`src/rtl/warmboot_sequencer.sv`:
```
// Warm-boot sequencer: debounced button press selects a boot slot and pulses BOOT after a delay.
// Define WBSEQ_CONFIRM_EN to require a second press within a confirmation window (ARM state).

module warmboot_sequencer #(
  parameter int SLOT_W          = 4,
  parameter int NUM_SLOTS       = 16,
  parameter int DEBOUNCE_CYCLES = 1000,
  parameter int DELAY_CYCLES    = 100000,
  parameter int CONFIRM_CYCLES  = 1000000
) (
  input  logic              clk,
  input  logic              rst_n,
  input  logic [SLOT_W-1:0] slot_sel,
  input  logic              boot_btn,
  input  logic              abort,
  output logic [SLOT_W-1:0] wb_slot,
  output logic              wb_boot,
  output logic              busy,
  output logic              err,
  output logic [1:0]        state
);

  typedef enum logic [1:0] {
    IDLE  = 2'd0,
    ARM   = 2'd1,
    COUNT = 2'd2,
    FIRE  = 2'd3
  } state_t;

  localparam int MAX_CYCLES = (DELAY_CYCLES > CONFIRM_CYCLES) ? DELAY_CYCLES : CONFIRM_CYCLES;
  localparam int CNT_W      = ($clog2(MAX_CYCLES) < 1) ? 1 : $clog2(MAX_CYCLES);
  localparam int DB_W       = ($clog2(DEBOUNCE_CYCLES) < 1) ? 1 : $clog2(DEBOUNCE_CYCLES);

  localparam logic [DB_W-1:0]  DB_LAST    = DB_W'(DEBOUNCE_CYCLES - 1);
  localparam logic [CNT_W-1:0] DELAY_LOAD = CNT_W'(DELAY_CYCLES - 1);
`ifdef WBSEQ_CONFIRM_EN
  localparam logic [CNT_W-1:0] CONFIRM_LOAD = CNT_W'(CONFIRM_CYCLES - 1);
`endif

  // Two-flop synchronisers for the raw asynchronous inputs.
  logic [1:0] btn_sync;
  logic [1:0] abort_sync;
  logic       btn_s;
  logic       abort_s;

  // NOTE: sequential state uses non-blocking assignments so every flop samples pre-edge values.
  always_ff @(posedge clk or negedge rst_n) begin
    if (!rst_n) begin
      btn_sync   <= '0;
      abort_sync <= '0;
    end else begin
      btn_sync   <= {btn_sync[0], boot_btn};
      abort_sync <= {abort_sync[0], abort};
    end
  end

  assign btn_s   = btn_sync[1];
  assign abort_s = abort_sync[1];

  // Debouncer: the level flips only after DEBOUNCE_CYCLES consecutive disagreeing samples.
  logic            db_level;
  logic [DB_W-1:0] db_cnt;
  logic            press;

  always_ff @(posedge clk or negedge rst_n) begin
    if (!rst_n) begin
      db_level <= 1'b0;
      db_cnt   <= '0;
    end else if (btn_s == db_level) begin
      db_cnt <= '0;
    end else if (db_cnt == DB_LAST) begin
      db_level <= btn_s;
      db_cnt   <= '0;
    end else begin
      db_cnt <= db_cnt + 1'b1;
    end
  end

  // The FSM commits on the same edge that raises the debounced level, so busy rises with
  // the press and wb_boot follows exactly DELAY_CYCLES cycles later.
  assign press = btn_s && !db_level && (db_cnt == DB_LAST);

  logic slot_invalid;
  assign slot_invalid = (32'(slot_sel) >= NUM_SLOTS);

  state_t             state_q, state_d;
  logic [CNT_W-1:0]   cnt_q, cnt_d;
  logic [SLOT_W-1:0]  slot_q, slot_d;
  logic               err_q, err_d;
  logic               boot_q;

  always_ff @(posedge clk or negedge rst_n) begin
    if (!rst_n) begin
      state_q <= IDLE;
      cnt_q   <= '0;
      slot_q  <= '0;
      err_q   <= 1'b0;
      boot_q  <= 1'b0;
    end else begin
      state_q <= state_d;
      cnt_q   <= cnt_d;
      slot_q  <= slot_d;
      err_q   <= err_d;
      boot_q  <= (state_d == FIRE);
    end
  end

  always_comb begin
    // NOTE: hold-current defaults first, so no path through the case can infer a latch.
    state_d = state_q;
    cnt_d   = cnt_q;
    slot_d  = slot_q;
    err_d   = err_q;

    case (state_q)
      IDLE: begin
        if (press) begin
          if (slot_invalid) begin
            err_d = 1'b1;
          end else begin
            slot_d = slot_sel;
            err_d  = 1'b0;
`ifdef WBSEQ_CONFIRM_EN
            state_d = ARM;
            cnt_d   = CONFIRM_LOAD;
`else
            state_d = COUNT;
            cnt_d   = DELAY_LOAD;
`endif
          end
        end
      end

`ifdef WBSEQ_CONFIRM_EN
      ARM: begin
        if (abort_s) begin
          state_d = IDLE;
        end else if (press) begin
          state_d = COUNT;
          cnt_d   = DELAY_LOAD;
        end else if (cnt_q == '0) begin
          state_d = IDLE;
        end else begin
          cnt_d = cnt_q - 1'b1;
        end
      end
`endif

      COUNT: begin
        // Abort wins even when the counter has just expired.
        if (abort_s) begin
          state_d = IDLE;
        end else if (cnt_q == '0) begin
          state_d = FIRE;
        end else begin
          cnt_d = cnt_q - 1'b1;
        end
      end

      FIRE: begin
        state_d = FIRE;
      end

      default: begin
        state_d = IDLE;
      end
    endcase
  end

  assign state   = state_q;
  assign busy    = (state_q != IDLE);
  assign wb_boot = boot_q;
  assign wb_slot = slot_q;
  assign err     = err_q;

endmodule

```
`config.mk`:
```
export PLATFORM = sky130hd
export DESIGN_NAME = warmboot_sequencer
export DESIGN_NICKNAME = d
export VERILOG_FILES = /design/src/rtl/warmboot_sequencer.sv
export SDC_FILE = /design/constraint.sdc
export NUM_CORES = 1
export LEC_CHECK = 0
export CAP_MARGIN = 10
export CORE_MARGIN = 1.5
export CORE_UTILIZATION = 61
export DETAILED_ROUTE_END_ITERATION = 10
export HOLD_SLACK_MARGIN = 0.12
export PLACE_DENSITY_LB_ADDON = 0.12
export SLEW_MARGIN = 25
export SYNTH_ARGS = -nofsm -noshare
export SYNTH_HDL_FRONTEND = slang
export SYNTH_SLANG_ARGS = --single-unit
```
`constraint.sdc`:
```
create_clock -name clk -period 3.4 [get_ports clk]
set_clock_uncertainty 0.15 [all_clocks]
set_input_delay 0.85 -clock clk [delete_from_list [all_inputs] [get_ports clk]]
set_output_delay 0.85 -clock clk [all_outputs]
set_load 0.01 [all_outputs]
```
[After elaboration in Yosys (flattened, before gate mapping)]
Index checks and enable logic that the tools add are counted.
Word-level totals
  logic and storage cells: 39
  memory bits (writable): 0
  output and inout bits: 9
  memories kept: 0
  bits in read-only memories: 0
  latch bits: 0
  register bits after elaboration: 42
  input port bits: 8
Cells by class
  divide/modulo/power cells: 0
  $lt $le $gt $ge: 0
  reduce and logical (&&, ||, !) cells: 10
  bitwise operators: 1
  mux-type cells: 10
  add/sub/neg operators: 2
  multipliers: 0
  shift operators: 0
  eq/ne operators: 8
Operator list (count)
  20-bit 2-to-1 mux: 3
  20-bit one-hot mux with 2 select lines: 1
  20-bit logical NOT: 1
  10-bit 2-to-1 mux: 2
  20-bit by 1-bit subtractor with 20-bit output, second input constant: 1
  10-bit by 1-bit adder with 10-bit output, second input constant: 1
  10-bit == test, second input constant: 1
  2-bit == test, second input constant: 3
  2-bit 2-to-1 mux: 3
  2-bit inequality test, second input constant: 3
  2-bit one-hot mux with 3 select lines: 1
  2-bit AND reduction: 2
  4-bit AND reduction: 1
  2-bit nonzero test: 2
  1-bit logical AND: 2
  2-bit logical NOT: 1
  1-bit == test: 1
  1-bit logical NOT: 1
  1-bit NOT: 1

[Longest topological paths before layout]
Gate-level depths: netlist (run 1).
  depth after elaboration: 6
  gate-level depth with buffers: 8

[Worst setup path after synthesis (run 1)]
Ideal clock, no wire load.
  path type: register to register
  start point: reg db_cnt[0]
  end point: reg cnt_q[18]
  period minus slack after synthesis: 2.189 ns
  library setup time: 0.078 ns
  stages on the path, launching flop included: 7
  setup slack: 1.211 ns
  arrival: 1.961 ns
  cell sequence: dfrtp_1 > ha_1 > nand4b_2 > nor4_4 > o221ai_4 > or4b_1 > a21oi_1
Between the ends
  cells in the longest elaborated chain, start to end: 4
RTL lines
  from (decl): line 62  | logic [DB_W-1:0] db_cnt;
  from (signal assigned): line 75  | db_cnt <= db_cnt + 1'b1;
  10-bit == test: line 81  | assign press = btn_s && !db_level && (db_cnt == DB_LAST);
  1-bit logical AND: line 81
  2-bit inequality test (no line)
  4-bit AND reduction (no line)
  to (signal assigned): line 101  | cnt_q <= cnt_d;
  to (decl): line 87  | logic [CNT_W-1:0] cnt_q, cnt_d;
Every way passes these cells.
A chain may end at the register's enable or synchronous reset.

[Worst setup path after layout (run 1)]
  start point: reg state_q[0], in the netlist state[0]
  end point: out busy
Between the ends
  cells in the longest elaborated chain, start to end: 1
RTL lines
  from (decl): line 86  | state_t state_q, state_d;
  from (signal assigned): line 100  | state_q <= state_d;
  2-bit nonzero test: line 171  | assign busy = (state_q != IDLE);
  to (decl): line 18  | output logic busy,
Every way passes these cells.

==> flow_summary.ini, run 1 <==
[detailed_routing]
first_pass_iters = 4
wl_per_cell_um = 14.4
drc = 0
routed-via-count = 1586
ant_nets = 0
wl_um = 3850
via_per_inst = 5.92
drtIter0Drc = 110

[die]
initial_core_util = 0.633
fp.dieArea_mm2 = 0.00379
coreArea_mm2 = 0.00331
row_count = 21
dieHeight_um = 61.6
io_pins = 17
die_w_um = 61.6

[synthesis]
synth_cells = 207
ys_ff_latch = 42
synth_warnings = 0
synth_top_area_cell = dfrtp_1
synth_edf_count = 0
synth_top_area_frac = 0.502
syn_area_per_cell_um2 = 10.1
seq_area_frac_synth = 0.502
syn-num-nets = 218
synth_commonest_cells = dfrtp_1, nor2_1, nand2_1
synth_cell_types = 47
ys_async_sr_fraction = 1.00
yosys_most_used_dff = dfrtp_1
syn_area_mm2 = 0.00209
synth_area_leaders = dfrtp_1, nor2_1, nand2_1
post-synth-top-count-cell = dfrtp_1

[worst_setup_path]
path_class = reg2out
slowest_delay_ns = 0.53
cp_num_buf_inv = 1
start_kind = flop
critPathArrivalTime_ns = 1.70
crit_required_ns = 2.40
worst_path_max_delay_cell = dfrtp_1
end_kind = output pin
cp_cell_sequence = or2_2 -> clkdlybuf4s50_1
crit_family = flip-flops
crit_path_max_fanout = 13

[hold_path]
holdCritPathClass = reg2reg

[layout]
seq_area_mm2 = 0.00105
multi_input_area_um2 = 982
nFillCells = 256
layout.nets = 232
n_antenna_cell = 0
area_growth_pct = 10.6
finalInstanceArea_mm2 = 0.00232
drive_gt1_frac = 0.0901

[cts]
clock_latency_ns = 0.36
clock-sinks = 42
htree_levels = 2
path_clk_slew_ns = 0.12
cts_inserted_buffers = 5
tritoncts = built
cts_resized = 0
post_cts_buffers = 0
cts_root_buf = clkbuf_4
clk_path_buf_depth = 2
cts_hold_buf = 0

[status]
status = finished clean

[timing]
slew_headroom = 0.564
hold_viol = 0
rsz0062_at_grt = false
drv_slew = 0
setup_viol = 0
timing.fmax_mhz = 371
fin_crit_sh = 0.793
fin_crit_ns = 2.70
final.setup.tns_ns = 0
tightest_slew_ns = 0.652

[placed_design]
dpl_cell_area_mm2 = 0.00225
gp_congestion = 0.844
place_hpwl_um = 2720
numPortBuffers = 15

[grt]
overflow = 0
antenna_found_initial = 0
grt_usage = 0.227
first_global_vias = 1456
grt_first_pass_wirelength_um = 6210
grt_max_degree = 43

[pwr]
ir_worst_vdd_mv = 0.233
p_leak_nw = 1.08
power.density_mw_per_mm2 = 342

[run]
cap_violations = 0
-- report_power, final --
part | leakage, nW | internal [mW] | switching, mW
Sequential | 0.554 | 0.505 | 0.00450
Clock | 0.0353 | 0.100 | 0.155
Combinational | 0.485 | 0.0119 | 0.0173
Total | 1.08 | 0.617 | 0.177
-- kinds of logic (layout without fill, tap and decap cells) --
| logic type | Yosys count | after routing | synth area share |
|---|---|---|---|
| AND/OR/NAND/NOR | 99 | 99 | 0.266 |
| flip-flops | 42 | 42 | 0.502 |
| AO/OA/AOI/OAI | 37 | 37 | 0.133 |
| buffers and inverters | 13 | 28 | 0.0293 |
| XOR/XNOR | 12 | 12 | 0.0502 |
| adder cells (fa/ha/maj) | 3 | 3 | 0.0179 |
| other | 1 | 1 | 0.00179 |
-- through the flow --
stage	cells	setup WS (ns)	hold WS [ns]	power, mW	utilization
floorplan	207	1.21	0.181	0.530	-
global placement	260	0.990	0.183	0.548	0.681
detailed placement	260	0.903	0.194	0.549	0.681
CTS	268	0.692	0.221	0.803	0.699
global route	268	0.609	0.234	0.828	0.700
finish	268	0.702	0.218	0.794	0.700
-- registers in the layout (all words and copies together) (netlist names) --
| register | cells |
|---|---|
| btn_sync | 2 |
| wb_boot | 1 |
| db_cnt | 10 |
| wb_slot | 4 |
| abort_sync | 2 |
| state | 2 |
| db_level | 1 |
| cnt_q | 20 |
-- routing by layer --
metal  wire length, um  up-vias  GRT usage
met1              1690      784      0.280
met4                55        0     0.0760
li1                  -      776          -
met2              1990       19      0.374
met5                 0        -          0
met3               115        7     0.0777
-- final timing paths --
check | start | endpoint | slack, ns | cells after the start
worst max-delay path | state[0]$_DFF_PN0_ | busy | 0.70 | 2
worst max register to register | cnt_q[13]$_DFFE_PN0P_ | cnt_q[3]$_DFFE_PN0P_ | 0.84 | 5
max in group asynchronous | rst_n | db_cnt[7]$_DFF_PN0_ | 2.43 | 1
min in group asynchronous | rst_n | cnt_q[18]$_DFFE_PN0P_ | 0.29 | 1
worst min-delay path | btn_sync[0]$_DFF_PN0_ | btn_sync[1]$_DFF_PN0_ | 0.22 | 0
worst min register to register | btn_sync[0]$_DFF_PN0_ | btn_sync[1]$_DFF_PN0_ | 0.22 | 0
-- final cells by class --
type | instances | share of cell area
Sequential cell | 42 | 0.454
Timing Repair Buffer | 15 | 0.0637
Multi-Input combinational cell | 152 | 0.424
Clock buffer | 7 | 0.0238
Clock inverter | 1 | 0.00216
Tap cell | 46 | 0.0248
Inverter | 5 | 0.00810
-- cells in the final DEF, fill, tap and decap left out, types with 8 or more instances in the layout --
master	synthesis	final
a21oi_1	8	8
or4_1	8	8
dfrtp_1	42	42
nand3_1	11	11
nand2_1	21	21
clkdlybuf4s50_1	0	14
xor2_1	8	8
or3_1	9	9
o31ai_1	9	9
nor2_1	22	22
Note: power is estimated with default switching activity, not from simulation.
==> run 2, diff against run 1 <==
CORE_UTILIZATION = 52   (was 61)
clock period = 2.4 ns   (was 3.4 ns; I/O delays follow)
==> run 2 against run 1 <==
Effect of this change: die area rose by 16%; hold slack lost 0.10 ns; non-clock buffer count rose by 14; critical endpoint unchanged; largest cell class unchanged; largest power group unchanged.
==> flow_summary.ini, run 2 (synthesized netlist as in run 1, its figures left out) <==
[status]
status = finished clean

[timing]
final.setup.tns_ns = 0
setup_ws_ns = 0.116
timing.fmax_mhz = 438
hold_viol = 0
slew_headroom = 0.563
drv_slew = 0
setup_viol = 0
rsz0062_at_grt = false
fin_crit_ns = 2.28
fin_crit_sh = 0.952
tightest_slew_ns = 0.654
finalHoldWorstSlack_ns = 0.115

[detailed_routing]
routed-via-count = 1651
drc = 0
via_per_inst = 5.85
first_pass_iters = 4
wl_um = 4300
drtIter0Drc = 129
wl_per_cell_um = 15.2
ant_nets = 0

[cts]
clk_path_buf_depth = 2
tritoncts = built
path_clk_slew_ns = 0.08
htree_levels = 2
cts_hold_buf = 0
clock-sinks = 42
cts_inserted_buffers = 5
cts_root_buf = clkbuf_8
clock_latency_ns = 0.29

[pwr]
p_int_uw = 957
ir_worst_vdd_mv = 0.438
power_frac_clock = 0.367
fin_total_pwr_mw = 1.22
swShare = 0.212
seqPwrFrac = 0.594
power.density_mw_per_mm2 = 494
switchingPower_uw = 258
p_leak_nw = 1.16
combPwrFrac = 0.039

[placed_design]
gp_congestion = 0.856
pre_cts_ws_ns = 0.0896
dpl_cell_area_mm2 = 0.00234
numPortBuffers = 15
place_hpwl_um = 3090
dp.cells = 272

[worst_setup_path]
path_class = reg2out
crit_required_ns = 1.65
cp-startpoint = state[0]$_DFF_PN0_
reg2reg_depth = 5
crit_path_max_fanout = 7
reg2reg_to = cnt_q[19]$_DFFE_PN0P_
start_kind = flop
ff2ff_setup_slack_ns = 0.13
end_kind = output pin
r2r-start = cnt_q[8]$_DFFE_PN0P_
critPathArrivalTime_ns = 1.53
endpoint = busy

[grt]
grt_max_degree = 23
grtUsageMet2 = 0.393
grt_first_pass_wirelength_um = 7730
first_global_vias = 1707
top_usage_layer = met2
antenna_found_initial = 0
overflow = 0
grt_usage = 0.235
grtUsageMet3 = 0.0861
use_met1 = 0.288

[layout]
final_cell_mix = dfrtp_1, nor2_1, nand2_1, clkdlybuf4s50_1, buf_4
finalInstanceArea_mm2 = 0.00246
nFillCells = 288
fin_cells = 282
layout.nets = 246
drive_gt1_frac = 0.150
mostFrequentLayoutCell = dfrtp_1
area_growth_pct = 17.5
largest_register_ffs = 20
regMostFlops = cnt_q
utilization = 0.653
n_antenna_cell = 0

[die]
die_w_um = 66.5
fp.dieArea_mm2 = 0.00442
coreArea_mm2 = 0.00377
io_pins = 17
dieHeight_um = 66.5
initial_core_util = 0.555
row_count = 22

[hold_path]
holdCritPathClass = in2async

[run]
cap_violations = 0
run 2: cell types whose count changed in the layout (fill, tap and decap cells not counted), sizes merged:
cell    delta
buf       +14
clkbuf     -1
clkinv     -1
run 2: final cells by class:
type                            instances  area (um2)  area share
Tap cell                               48        60.1      0.0244
Sequential cell                        42        1050       0.428
Clock buffer                            6        82.6      0.0336
Inverter                                5        18.8     0.00763
Timing Repair Buffer                   29         263       0.107
Multi-Input combinational cell        152         985       0.400
run 2: how the worst min path moves through the flow:
stage,end,from,cells past startpoint
floorplan,abort_sync[0]$_DFF_PN0_,rst_n,0
global placement,btn_sync[1]$_DFF_PN0_,btn_sync[0]$_DFF_PN0_,0
detailed placement,btn_sync[1]$_DFF_PN0_,btn_sync[0]$_DFF_PN0_,0
CTS,cnt_q[0]$_DFFE_PN0P_,rst_n,1
global route,cnt_q[0]$_DFFE_PN0P_,rst_n,1
finish,cnt_q[0]$_DFFE_PN0P_,rst_n,1
run 2: repair_timing:
| action | CTS | global route |
|---|---|---|
| pin swaps | 0 | 3 |
| endpoints found under the setup margin | 1 | 12 |
| resized for setup | 1 | 2 |
| buffers inserted | 0 | 4 |
run 2: critical path, cell delays in order, from the launching register on:
cell,delay (ns)
dfrtp_2,0.46
or2_2,0.30
clkdlybuf4s50_1,0.48
run 2: power groups by stage:
| stage | clock [mW] | combinational [mW] | sequential (mW) |
|---|---|---|---|
| floorplan | 0 | 0.0174 | 0.734 |
| global placement | 0 | 0.0464 | 0.735 |
| detailed placement | 0 | 0.0485 | 0.735 |
| CTS | 0.461 | 0.0487 | 0.721 |
| global route | 0.489 | 0.0544 | 0.722 |
| finish | 0.447 | 0.0474 | 0.721 |
run 2: routing by layer:
metal	routed length [um]	vias up
li1	-	808
met1	1910	793
met2	2150	44
met3	191	6
met4	39	0
met5	0	-
==> run 3, diff against run 2 <==
SLEW_MARGIN = default   (was 25)
==> results of run 3 <==
Final layout, timing and power as in run 2 (identical DEF).
